==> config.mk <==
export PLATFORM = sky130hd
export DESIGN_NAME = pipeline_hazard_ctrl
export DESIGN_NICKNAME = d
export VERILOG_FILES = /design/src/rtl/pipeline_hazard_ctrl.sv
export SDC_FILE = /design/constraint.sdc
export NUM_CORES = 1
export LEC_CHECK = 0
export CAP_MARGIN = 20
export CORE_MARGIN = 5
export CORE_UTILIZATION = 40
export CTS_CLUSTER_SIZE = 10
export DETAILED_ROUTE_END_ITERATION = 7
export PLACE_DENSITY_LB_ADDON = 0.1
export SLEW_MARGIN = 20
export SYNTH_ARGS = -nofsm -noshare
export SYNTH_HDL_FRONTEND = slang
export SYNTH_SLANG_ARGS = --single-unit
==> constraint.sdc <==
create_clock -name clk -period 3.5 [get_ports clk]
set_input_delay 0.7 -clock clk [delete_from_list [all_inputs] [get_ports clk]]
set_output_delay 0.7 -clock clk [all_outputs]
set_load 0.02 [all_outputs]
==> src/rtl/pipeline_hazard_ctrl.sv <==
// Stall/flush vectors, load-use detection and fetch-redirect FSM for an N-stage in-order pipeline.
// Optional PIPE_HAZARD_PERF_EN adds saturating stall/load-use/redirect counters.
module pipeline_hazard_ctrl #(
  parameter int                    NUM_STAGES    = 5,
  parameter int                    ADDR_WIDTH    = 32,
  parameter int                    PREG_WIDTH    = 6,
  parameter int                    NUM_SRC       = 2,
  parameter int                    EXC_WIDTH     = 4,
  parameter int                    EXC_ERET_CODE = 15,
  parameter logic [ADDR_WIDTH-1:0] EXC_BASE      = 32'h0000_0100,
  parameter int                    VEC_SHIFT     = 3
) (
  input  logic                          clk,
  input  logic                          rst_n,
  input  logic                          run,
  input  logic [NUM_STAGES-1:0]         stage_busy,
  input  logic                          regfile_stall,
  input  logic                          dec_branch,
  input  logic [NUM_SRC-1:0]            dec_src_en,
  input  logic [NUM_SRC*PREG_WIDTH-1:0] dec_src_addr,
  input  logic                          exec_load,
  input  logic [PREG_WIDTH-1:0]         exec_wr_addr,
  input  logic                          br_take,
  input  logic [ADDR_WIDTH-1:0]         br_target,
  input  logic [EXC_WIDTH-1:0]          exception,
  input  logic [ADDR_WIDTH-1:0]         epc,
  output logic [NUM_STAGES-1:0]         stall,
  output logic [NUM_STAGES-1:0]         flush,
  output logic                          global_flush,
  output logic                          redirect_valid,
  output logic [ADDR_WIDTH-1:0]         redirect_target,
  output logic                          load_use
`ifdef PIPE_HAZARD_PERF_EN
  ,
  output logic [31:0]                   perf_stall_cycles,
  output logic [31:0]                   perf_load_use,
  output logic [31:0]                   perf_redirects
`endif
);

  typedef enum logic {IDLE, PEND} state_t;

  localparam logic [EXC_WIDTH-1:0] ERET_CODE = EXC_ERET_CODE[EXC_WIDTH-1:0];

  state_t                  state;
  logic [ADDR_WIDTH-1:0]   held_target;
  logic                    drain;
  logic                    src_hit;
  logic                    dec_stall;
  logic [NUM_STAGES-1:0]   local_stall;
  logic [NUM_STAGES-1:0]   stall_c;
  logic [NUM_STAGES-1:0]   flush_c;
  logic [ADDR_WIDTH-1:0]   exc_vec;
  logic                    exc_vld;

  always_comb begin
    src_hit = 1'b0;
    for (int k = 0; k < NUM_SRC; k++) begin
      if (dec_src_en[k] && (dec_src_addr[k*PREG_WIDTH +: PREG_WIDTH] == exec_wr_addr))
        src_hit = 1'b1;
    end
  end

  assign load_use  = exec_load & src_hit;
  assign dec_stall = load_use | (dec_branch & stage_busy[0]);

  always_comb begin
    local_stall    = '0;
    local_stall[1] = dec_stall | regfile_stall;
  end

  // A stage holds if it or any stage downstream of it cannot advance.
  always_comb begin
    logic acc;
    acc     = 1'b0;
    stall_c = '0;
    for (int i = NUM_STAGES-1; i >= 0; i--) begin
      acc        = acc | stage_busy[i] | local_stall[i];
      stall_c[i] = acc;
    end
  end

  always_comb begin
    flush_c = stage_busy;
    flush_c[1] = dec_stall | br_take;
    flush_c[0] = stage_busy[0] | br_take | drain;
  end

  assign stall = run ? stall_c : '1;
  assign flush = run ? flush_c : '1;

  assign exc_vld = (exception != '0);
  assign exc_vec = (exception == ERET_CODE) ? epc
                 : EXC_BASE + (ADDR_WIDTH'(exception) << VEC_SHIFT);

  assign redirect_valid  = run & ((state == PEND) | br_take);
  assign redirect_target = (state == PEND) ? held_target : br_target;

  always_ff @(posedge clk) begin
    if (!rst_n) begin
      state        <= IDLE;
      held_target  <= '0;
      drain        <= 1'b0;
      global_flush <= 1'b0;
    end else if (run) begin
      global_flush <= exc_vld;
      if (exc_vld) begin
        held_target <= exc_vec;
        state       <= PEND;
      end else if (br_take && ((state == PEND) || stall_c[0])) begin
        // A newer branch while pending must be presented even if fetch frees now.
        held_target <= br_target;
        state       <= PEND;
      end else if ((state == PEND) && !stall_c[0]) begin
        state <= IDLE;
      end

      if (br_take && stage_busy[0])
        drain <= 1'b1;
      else if (!stage_busy[0])
        drain <= 1'b0;
    end
  end

`ifdef PIPE_HAZARD_PERF_EN
  always_ff @(posedge clk) begin
    if (!rst_n) begin
      perf_stall_cycles <= '0;
      perf_load_use     <= '0;
      perf_redirects    <= '0;
    end else begin
      if (run && stall_c[1] && (perf_stall_cycles != '1))
        perf_stall_cycles <= perf_stall_cycles + 32'd1;
      if (load_use && (perf_load_use != '1))
        perf_load_use <= perf_load_use + 32'd1;
      if (run && (state == IDLE) && (exc_vld || br_take) && (perf_redirects != '1))
        perf_redirects <= perf_redirects + 32'd1;
    end
  end
`endif

endmodule
=== Word level (Yosys, flattened, before mapping) ===
Index checks and enable logic that the tools add are counted.

* Bits in registers: 35
* Input port bits: 100
* Output and inout bits: 45
* Word-level logic and storage cells: 49

* Add/subtract/negate cells: 1
* Equal/unequal tests: 4
* Muxes and demuxes: 13
* Bitwise gates (word level): 14
* Reductions and logical operators: 13

{| class="wikitable"
|+ Operators with widths
! kind !! number
|-
| 32-bit two-way mux || 4
|-
| 6-bit == test || 2
|-
| 1-bit bitwise OR || 11
|-
| 9-bit by 7-bit adder with 10-bit output (first input constant) || 1
|-
| 5-bit two-way mux || 2
|-
| 1-bit two-way mux || 7
|-
| 2-bit AND reduction || 3
|-
| 1-bit logical AND || 5
|-
| 4-bit == test (second input constant) || 1
|-
| 4-bit nonzero test || 1
|-
| 1-bit AND || 3
|-
| 3-bit nonzero test || 1
|-
| 2-bit by 1-bit != test with 1-bit output (second input constant) || 1
|-
| 2-bit nonzero test || 1
|-
| 1-bit zero test || 1
|-
| 1-bit logical OR || 1
|}

=== Longest topological paths before layout ===
* Word-level depth: 14
* Mapped depth: 8
* Depth with buffers taken out: 6

=== Worst setup path after synthesis ===
Ideal clock, no wire load.

* Kind: input to output
* From: input port stage_busy[3]
* To: output port stall[0]
* Arrival: 1.822 ns
* Data required time: 2.800 ns
* Setup slack: 0.978 ns
* Cell stages on the path: 4
* Buffers on the path: 0
* Cell sequence: or4_4 -> nor2_4 -> o31ai_2 -> or3_1

* Longest elaborated chain between the ends: 6

{| class="wikitable"
|+ Ends and longest elaborated chain
! element !! RTL line !! RTL
|-
| start, declared || 16 || <nowiki>input logic [NUM_STAGES-1:0] stage_busy,</nowiki>
|-
| 1-bit bitwise OR (5 in series) || 78 || <nowiki>acc = acc | stage_busy[i] | local_stall[i];</nowiki>
|-
| 5-bit two-way mux || 89 || <nowiki>assign stall = run ? stall_c : '1;</nowiki>
|-
| end, declared || 27 || <nowiki>output logic [NUM_STAGES-1:0] stall,</nowiki>
|}

No other way between the ends.

=== Worst setup path after layout ===
* From: input port exec_wr_addr[0]
* To: output port flush[1]

* Longest elaborated chain between the ends: 8
* Elaborated cells between the ends (all ways): 10
* Those cells by class: eq/ne: 2; mux: 3; bitwise: 3; reduce/logical: 2

{| class="wikitable"
|+ Ends and longest elaborated chain
! element !! RTL line !! RTL
|-
| start, declared || 22 || <nowiki>input logic [PREG_WIDTH-1:0] exec_wr_addr,</nowiki>
|-
| 6-bit == test || 59 || <nowiki>if (dec_src_en[k] && (dec_src_addr[k*PREG_WIDTH +: PREG_WIDTH] == exec_wr_addr))</nowiki>
|-
| 1-bit logical AND || 59 ||
|-
| 1-bit two-way mux || 59 ||
|-
| 1-bit two-way mux (*) || 59 ||
|-
| 1-bit AND (*) || 64 || <nowiki>assign load_use = exec_load & src_hit;</nowiki>
|-
| 1-bit bitwise OR (*) || 65 || <nowiki>assign dec_stall = load_use | (dec_branch & stage_busy[0]);</nowiki>
|-
| 1-bit bitwise OR (*) || 85 || <nowiki>flush_c[1] = dec_stall | br_take;</nowiki>
|-
| 5-bit two-way mux (*) || 90 || <nowiki>assign flush = run ? flush_c : '1;</nowiki>
|-
| end, declared || 28 || <nowiki>output logic [NUM_STAGES-1:0] flush,</nowiki>
|}

Mark *: on every way between the ends. The rest lies on a longest branch, timed or not.

==> impl_metrics.yaml <==
detailed_routing:
  first_pass_iters: 4
  vias_per_cell: 5.43
  met1Wirelength_mm: 3.58
  vias: 2592
  drt_iter0_markers: 100
  top_layer: "met4"
  drtAntennaViolNets: 0
  totalWireLength_mm: 8.03
  wl_met3_um: 495
  route.met2.wl_mm: 3.90
  drcViolationCount: 0
  avgRoutedWirePerCell_um: 16.8
clock_tree:
  cts_root_buffer: "clkbuf_8"
  cts_tree: "yes"
  numCtsBuffers: 5
  cts_sinks: 35
  clk_pin_slew_worst_paths_ns: 0.07
  holdBufCountCts: 0
  cts_max_path_buffers: 2
  htreeDepth: 2
  clkLatencyLatePin_ns: 0.28
pwr:
  power_density_mw_per_mm2: 282
  leakage_nw: 1.70
  vdd_drop_max_mv: 0.159
final_layout:
  syn2layout_area_growth_pct: 61.3
  seq_area_sq_um: 702
  final_area_sq_mm: 0.00411
  multi_input_area_sq_mm: 0.00170
  n_fill_cell: 553
  layoutNonFillerInstCount: 477
  num_antenna_cells: 0
  layout_common_cells: "clkdlybuf4s50_1 (142), dfxtp_1 (34), mux2_2 (32)"
  nets: 499
  drive_gt1_share_pct: 20.0
  mostFrequentLayoutCell: "clkdlybuf4s50_1"
global_route:
  grt_pass1_vias: 2613
  grt_pass1_wl_mm: 13.0
  grt-ovfl-total: 0
  globalRouteTotalUtil_pct: 18.9
  grt_start_max_net_pins: 41
  antenna_found_initial: 0
placement:
  post_dp_cell_area_sq_mm: 0.00403
  dp.cells: 469
  post-dp-hpwl_mm: 5.79
  gp_congestion: 0.749
  dp_worst_setup_slack_ns: 0.00309
  port_buffers: 144
timing:
  relSlewSlack_pct: 69.0
  period_share_pct: 92.9
  finalWorstSetupSlack_ns: 0.250
  rsz0062_at_grt: "no"
  fin_setup_tns_ns: 0
  fin_skew_ns: 0.00778
  fmax_ghz: 0.308
  min_period_ns: 3.25
  tightest_slew_ns: 0.465
  setup_viol: 0
  slew_violations: 0
  hold_viol: 0
critical_path:
  startpoint_type: "input pin"
  critPathArrivalTime_ns: 2.55
  timing.rr.start: "state$_SDFFE_PN0P_"
  path_max_fanout: 3
  reg2reg_setup_slack_ns: 1.69
  path_class: "input pin to output pin"
  endpoint_kind: "output pin"
  r2r_end: "held_target[3]$_SDFFE_PN0P_"
  crit_start: "exec_wr_addr[0]"
  crit_required_ns: 2.80
  critPathCapture: "flush[1]"
  reg2reg_depth: 3
worst_hold_path:
  min-delay-path-class: "flip-flop to flip-flop"
logic_synthesis:
  yosysWarnings: 0
  syn_inst: 267
  synth_edf_count: 0
  syn_avg_cell_area_sq_um: 9.55
  synth_area_sq_mm: 0.00255
  syn_nets: 367
  async_flop_share_pct: 0
  synth_area_leaders: "dfxtp_1 (27%), mux2_2 (14%), o211a_1 (11%), o211ai_2 (9.8%), a22oi_1 (8.0%)"
  ys_ff_latch: 35
  synth.distinct_cells: 35
  synthFlopType: "dfxtp_1"
  seq_area_frac_synth_pct: 27.5
  yosysTopAreaCellShare_pct: 27.5
  synth_top_area_cell: "dfxtp_1"
die:
  die-area_sq_mm: 0.00807
  num_rows: 29
  core-area_sq_mm: 0.00628
  ios: 145
  die_w_um: 89.8
  dieHeight_um: 89.8
  start_util_pct: 40.6
job:
  drv_cap: 0
status:
  outcome: "finished clean"
-- per-layer routing --
layer,global-route usage (%),vias up
li1,-,1292
met1,23.8,1219
met2,32.1,76
met3,5.18,5
met4,4.41,0
met5,0,-
-- worst max-delay path: stages --
cell and delay (ns):
clkdlybuf4s50_1 0.51, xnor2_1 0.13, nand3_1 0.12, nor3_1 0.18
o21ai_0 0.17, nand3b_1 0.12, clkdlybuf4s50_1 0.61
-- worst min-delay path by stage --
stage / start / end / slack [ns] / cells after the start
6_report: held_target[4]$_SDFFE_PN0P_ / held_target[4]$_SDFFE_PN0P_ / 0.46 / 2
5_1_grt: held_target[4]$_SDFFE_PN0P_ / held_target[4]$_SDFFE_PN0P_ / 0.49 / 2
4_1_cts: held_target[4]$_SDFFE_PN0P_ / held_target[4]$_SDFFE_PN0P_ / 0.47 / 2
3_5_place_dp: held_target[4]$_SDFFE_PN0P_ / held_target[4]$_SDFFE_PN0P_ / 0.46 / 2
3_3_place_gp: held_target[4]$_SDFFE_PN0P_ / held_target[4]$_SDFFE_PN0P_ / 0.44 / 2
2_1_floorplan: held_target[3]$_SDFFE_PN0P_ / held_target[3]$_SDFFE_PN0P_ / 0.43 / 2
-- cell families (layout without fill, tap and decap cells) --
logic type      Yosys count  count (layout)  share of synthesized area [%]
compound gates          104             104                           36.7
xor+xnor                 12              12                           4.12
buf+inv                  31             164                           6.53
flops                    35              35                           27.5
mux                      36              36                           15.7
simple gates             49              49                           9.47
-- synthesized netlist by cell type (3+ instances only) --
cell type and n:
nor2_1 8, o211a_1 28, nand3_1 3, xnor2_1 12, nand2b_1 4, a21oi_1 4
or3_1 4, clkbuf_1 18, dfxtp_1 35, o211ai_2 20, mux2i_1 4, a22oi_1 27
o21ai_0 10, o211ai_1 8, buf_2 5, nand2_1 20, mux2_2 32
-- final cells by class --
type / instances / area share (%)
tap: 77 / 2.34
clock buffer: 7 / 1.86
sequential: 35 / 17.1
clock inverter: 1 / 0.122
timing repair buffer: 154 / 37.1
multi-input combinational: 201 / 41.3
inverter: 2 / 0.183
-- registers in the layout (all words and copies together), names as in the netlist --
signal / count
global_flush: 1
held_target: 32
drain: 1
state: 1
-- metrics by stage --
| step | power, mW | hold slack, ns | utilization [%] |
|---|---|---|---|
| after floorplan | 0.664 | 0.435 | - |
| after global placement | 0.884 | 0.443 | 64.1 |
| after detailed placement | 0.890 | 0.456 | 64.1 |
| after CTS | 1.17 | 0.467 | 65.4 |
| after global routing | 1.22 | 0.490 | 65.5 |
| final | 1.16 | 0.463 | 65.5 |
-- where the power goes --
part           internal, mW  switching, mW  total [mW]
Sequential            0.424         0.0175       0.441
Combinational         0.253          0.185       0.438
Clock                 0.140          0.140       0.279
-- repair_timing --
action                                 in CTS  in global routing
resized for setup                           0                  1
buffers inserted                            0                  0
setup endpoints to repair                   0                  1
endpoints found under the hold margin       0                  0
Note: power is estimated with default switching activity, not from simulation.
